## config.mk

```make
export PLATFORM = sky130hd
export DESIGN_NAME = alu_sequencer
export DESIGN_NICKNAME = d
export VERILOG_FILES = /design/src/rtl/alu_sequencer.sv
export SDC_FILE = /design/constraint.sdc
export NUM_CORES = 1
export LEC_CHECK = 0
export BUFFER_PORTS_ARGS = -buffer_cell sky130_fd_sc_hd__clkbuf_2
export CELL_PAD_IN_SITES_DETAIL_PLACEMENT = 2
export CELL_PAD_IN_SITES_GLOBAL_PLACEMENT = 2
export CORE_MARGIN = 5
export CORE_UTILIZATION = 28
export DETAILED_ROUTE_END_ITERATION = 12
export PLACE_DENSITY = 0.68
export SLEW_MARGIN = 30
export SYNTH_ARGS = -nofsm -noshare
export SYNTH_HDL_FRONTEND = slang
export SYNTH_SLANG_ARGS = --single-unit
```

## constraint.sdc

```tcl
create_clock -name clk -period 2.13 [get_ports clk]
set_input_delay 0 -clock clk [delete_from_list [all_inputs] [get_ports clk]]
set_output_delay 0 -clock clk [all_outputs]
set_load 0.02 [all_outputs]
```

## src/rtl/alu_sequencer.sv

```systemverilog
// alu_sequencer
//   Command-driven controller wrapped around an external 4-bit Alu.
//   Holds a small register file, accepts one command at a time over a
//   valid/ready handshake, drives the Alu from registers, waits a fixed
//   settle time, writes the Alu result back and returns it on a
//   valid/ready response channel.
//
// Ports
//   clk, rst                 clock (rising edge), synchronous active-high reset
//   cmd_valid / cmd_ready    command handshake (ready only while IDLE)
//   cmd_kind                 00 ALU, 01 LDI, 10 RD, 11 reserved
//   cmd_op/rd/ra/rb/imm      command fields, sampled on the accept edge
//   alu_a/alu_b/alu_op       registered Alu operands
//   alu_c/alu_v/alu_carry    Alu results
//   rsp_valid / rsp_ready    response handshake
//   rsp_data/v/carry/err     response payload, stable while rsp_valid
module alu_sequencer #(
  parameter int NREGS       = 4,
  parameter int EXEC_CYCLES = 1,
  localparam int RW         = (NREGS > 1) ? $clog2(NREGS) : 1
) (
  input  logic          clk,
  input  logic          rst,
  input  logic          cmd_valid,
  output logic          cmd_ready,
  input  logic [1:0]    cmd_kind,
  input  logic [3:0]    cmd_op,
  input  logic [RW-1:0] cmd_rd,
  input  logic [RW-1:0] cmd_ra,
  input  logic [RW-1:0] cmd_rb,
  input  logic [3:0]    cmd_imm,
  output logic [3:0]    alu_a,
  output logic [3:0]    alu_b,
  output logic [3:0]    alu_op,
  input  logic [3:0]    alu_c,
  input  logic          alu_v,
  input  logic          alu_carry,
  output logic          rsp_valid,
  input  logic          rsp_ready,
  output logic [3:0]    rsp_data,
  output logic          rsp_v,
  output logic          rsp_carry,
  output logic          rsp_err
);

  localparam logic [1:0] K_ALU = 2'b00;
  localparam logic [1:0] K_LDI = 2'b01;
  localparam logic [1:0] K_RD  = 2'b10;

  typedef enum logic [1:0] {IDLE, EXEC, RESP} state_t;

  typedef struct packed {
    logic [3:0] data;
    logic       v;
    logic       carry;
    logic       err;
  } rsp_t;

  state_t                 state, nxt;
  logic [NREGS-1:0][3:0]  rf;
  logic [RW-1:0]          rd_q;
  logic [3:0]             cnt;
  rsp_t                   rsp_q;

  wire accept = cmd_valid & cmd_ready;

  // state register
  always_ff @(posedge clk) begin
    if (rst) state <= IDLE;
    else     state <= nxt;
  end

  // next state and handshake outputs
  always_comb begin
    nxt       = state;
    cmd_ready = 1'b0;
    rsp_valid = 1'b0;
    case (state)
      IDLE: begin
        cmd_ready = 1'b1;
        if (cmd_valid) nxt = (cmd_kind == K_ALU) ? EXEC : RESP;
      end
      EXEC: if (cnt == 4'd0) nxt = RESP;
      RESP: begin
        rsp_valid = 1'b1;
        if (rsp_ready) nxt = IDLE;
      end
      default: nxt = IDLE;
    endcase
  end

  // datapath: register file, Alu operand registers, response payload.
  // Operand reads happen on the accept edge, so rd==ra/rb sees the old value
  // and every command sees the previous command's completed writeback.
  always_ff @(posedge clk) begin
    if (rst) begin
      rf     <= '0;
      alu_a  <= '0;
      alu_b  <= '0;
      alu_op <= '0;
      rd_q   <= '0;
      cnt    <= '0;
      rsp_q  <= '0;
    end else begin
      case (state)
        IDLE: if (accept) begin
          case (cmd_kind)
            K_ALU: begin
              alu_a  <= rf[cmd_ra];
              alu_b  <= rf[cmd_rb];
              alu_op <= cmd_op;
              rd_q   <= cmd_rd;
              cnt    <= 4'(EXEC_CYCLES - 1);
            end
            K_LDI: begin
              rf[cmd_rd] <= cmd_imm;
              rsp_q      <= '{data: cmd_imm, v: 1'b0, carry: 1'b0, err: 1'b0};
            end
            K_RD:  rsp_q <= '{data: rf[cmd_ra], v: 1'b0, carry: 1'b0, err: 1'b0};
            default: rsp_q <= '{data: 4'h0, v: 1'b0, carry: 1'b0, err: 1'b1};
          endcase
        end
        EXEC: begin
          // Alu inputs have been stable EXEC_CYCLES cycles when cnt hits 0
          if (cnt == 4'd0) begin
            rf[rd_q] <= alu_c;
            rsp_q    <= '{data: alu_c, v: alu_v, carry: alu_carry, err: 1'b0};
          end else begin
            cnt <= cnt - 4'd1;
          end
        end
        default: ;
      endcase
    end
  end

  assign rsp_data  = rsp_q.data;
  assign rsp_v     = rsp_q.v;
  assign rsp_carry = rsp_q.carry;
  assign rsp_err   = rsp_q.err;

endmodule
```

==> results.cfg <==
[pwr]
switching_share_pct = 30.3
pwr-share-seq_pct = 50.8
p_switching_uw = 509
max-vdd-ir-drop_mv = 0.226
pwr-share-comb_pct = 15.5
clkPwrFrac_pct = 33.7
p_leak_nw = 1.00
finalPower_mw = 1.68
power_density_mw_per_mm2 = 608
internal_power_mw = 1.17

[setup_path]
endpoint_kind = register
required_ns = 2.36
worst-path-max-fanout = 5
cp_data_arrival_time_ns = 2.20
worstSetupPathType = reg2reg
startpoint_type = register

[sta]
tns_ns = 0
slew-limit-headroom_pct = 43.5
worst_pin_slew_ns = 0.848
fin_crit_sh_pct = 92.3
rsz0062_at_grt = no
finalHoldViolations = 0
maxSlewViolCount = 0
finClkSkew_ns = 0.00849
hold_ws_ns = 0.0716
setup_viol = 0
fin_crit_ns = 1.97
max_freq_ghz = 0.509

[logic_synthesis]
synth_area_leaders = dfxtp_1 38%, mux4_2 8.0%, a32oi_1 6.2%
synth-simple-area-share_pct = 22.7
synth_area_per_cell_um2 = 8.85
synth_top_family_by_area = compound AO/OA/AOI/OAI gates
synth_edf_count = 0
synth_mux_area_share_pct = 8.46
asyncSetResetFlopFracSynth_pct = 0
synth_top_area_share_pct = 38.3
yosysMostFrequentCell = dfxtp_1
synthCells = 254
ys_seq_area_share_pct = 38.3
netlist_area_mm2 = 0.00225
syn_nets = 285
ys_ff_latch = 43
yosys.area_share.xor_xnor_pct = 0
yosys_warnings = 0
yosys.cell_types.count = 38
synth-compound-area-share_pct = 23.3
synthAdderAreaFrac_pct = 2.78
synth_flop_cell = dfxtp_1
synth_top_cell_by_area = dfxtp_1
synth.top_cells.by_count = 43 x dfxtp_1, 30 x nand2_1, 28 x nor2_1, 27 x a21oi_1

[clock_tree]
numCtsBuffers = 5
cts_tree = yes
clock_latency_ns = 0.30
cts_setup_buffers = 0
ctsRootBufferMaster = clkbuf_8
ctsLongestPathBuffers = 2
cts.clk_slew.worst_paths_ns = 0.10
htree_num_levels = 2
cts.sinks = 43

[finish]
final_core_util_pct = 35.5
fillerInstances = 907
syn2layout_area_growth_pct = 22.8
num_antenna_cells = 0
drive_above_1_share_pct = 23.7
nets = 334

[die]
core_mm2 = 0.00777
rows = 32
chipWidth_um = 99.6
start_util_pct = 28.9
io_pins = 47
die-area_mm2 = 0.00992
die_height_um = 99.6

[route]
drt_iter0_drc = 67
dr_total_vias = 2150
wire_per_inst_um = 18.2
dr.pass1.iters = 4
drt_wl_total_mm = 7.38
ant_nets = 0
via_per_inst = 5.30
drc = 0

[global_routing]
gr-total-overflow = 0
gr-usage-met2_pct = 25.6
use_met1_pct = 21.2
grt_max_degree = 44
grt_pass1_wl_mm = 12.2
grtUsageTotal_pct = 15.5
grt_pass1_vias = 2335
antenna_found_initial = 0
busiest_layer = met2
met3_usage_pct = 2.73

[place]
io_buffers = 46
gp_congestion = 0.785
hpwl_mm = 5.56

[worst_hold_path]
min_path_type = in2reg

[job]
cap_viol_max_count = 0

[run_status]
status = complete, no violations
layout make-up:
| type | instances | area (um^2) | area share [%] |
|---|---|---|---|
| multi-input combinational | 187 | 1290 | 46.8 |
| sequential | 43 | 861 | 31.2 |
| tap | 102 | 128 | 4.62 |
| clock inverter | 3 | 23.8 | 0.861 |
| inverter | 6 | 22.5 | 0.816 |
| timing repair buffer | 60 | 365 | 13.2 |
| clock buffer | 5 | 68.8 | 2.49 |
placed cells by master (no fill, tap or decap), types with 2 or more instances in the layout:
master / Yosys / layout
clkbuf_2: 0 / 45
inv_1: 6 / 6
nand4bb_1: 2 / 2
clkbuf_8: 0 / 5
buf_4: 1 / 6
a311oi_1: 4 / 4
or3b_1: 2 / 2
a211oi_1: 16 / 16
dlygate4sd3_1: 0 / 7
nand3_1: 10 / 10
a32oi_1: 16 / 16
nand2b_1: 5 / 5
nor2b_1: 6 / 6
o21ai_0: 3 / 3
nand2_1: 30 / 30
nor2_1: 28 / 28
mux4_2: 8 / 8
a2bb2o_1: 3 / 3
ha_1: 5 / 5
and4bb_1: 2 / 2
nand4_1: 4 / 4
a21oi_1: 27 / 27
clkinvlp_4: 0 / 2
nor3_1: 2 / 2
dfxtp_1: 43 / 43
power groups by stage:
| stage | Sequential [mW] | Combinational (mW) | Clock [mW] |
|---|---|---|---|
| floorplan | 0.877 | 0.137 | 0 |
| global placement | 0.871 | 0.247 | 0 |
| detailed placement | 0.873 | 0.252 | 0 |
| CTS | 0.854 | 0.263 | 0.577 |
| global route | 0.859 | 0.287 | 0.613 |
| finish | 0.853 | 0.260 | 0.566 |
metal layers:
metal  vias to the layer above  part of all wire (%)
met3                         4                   3.2
met4                         0                  0.72
met2                        40                    48
met5                         -                     0
met1                      1053                    48
li1                       1053                     -
what timing repair did:
item,CTS,global route
endpoints found under the setup margin,2,0
hold endpoints to repair,7,0
gates resized for setup,1,0
hold buffers,7,0
critical path, stage by stage, from the launching register on:
cell and delay, ns:
dfxtp_1 0.37, inv_1 0.09, ha_1 0.22, or3b_1 0.33, a21oi_1 0.20, or4_1 0.51
a21oi_1 0.17
per-stage QoR:
step	area [um^2]	setup slack, ns	std cells
finish	2760	0.165	406
global route	2760	0.0265	406
CTS	2760	0.135	406
detailed placement	2590	0.0157	391
global placement	2590	0.175	391
floorplan	2250	0.485	254
logic make-up (layout without fill, tap and decap cells):
logic type                 Yosys count  after routing
DFF                                 43             43
muxes                                9              9
adders and majority gates            5              5
buffers and inverters               24             74
AOI/OAI and AO/OA                   73             73
and+or+nand+nor                    100            100
path summary, 6_finish.rpt:
| path | from | endpoint | slack, ns | cells past startpoint |
|---|---|---|---|---|
| setup / recovery | cnt[0]$_SDFFE_PP0P_ | cnt[1]$_SDFFE_PP0P_ | 0.16 | 6 |
| hold / removal | cmd_rd[0] | rd_q[0]$_SDFFE_PP0P_ | 0.07 | 3 |
| setup reg to reg | cnt[0]$_SDFFE_PP0P_ | cnt[1]$_SDFFE_PP0P_ | 0.16 | 6 |
| hold reg to reg | alu_b[0]$_SDFFE_PP0P_ | alu_b[0]$_SDFFE_PP0P_ | 0.46 | 2 |
sequential cells by signal (all words and copies together), names as in the netlist:
signal     cells
alu_a          4
alu_b          4
alu_op         4
cnt            4
rd_q           2
rf            16
rsp_carry      1
rsp_data       4
rsp_err        1
rsp_v          1
state          2
Note: power is estimated with default switching activity, not from simulation.
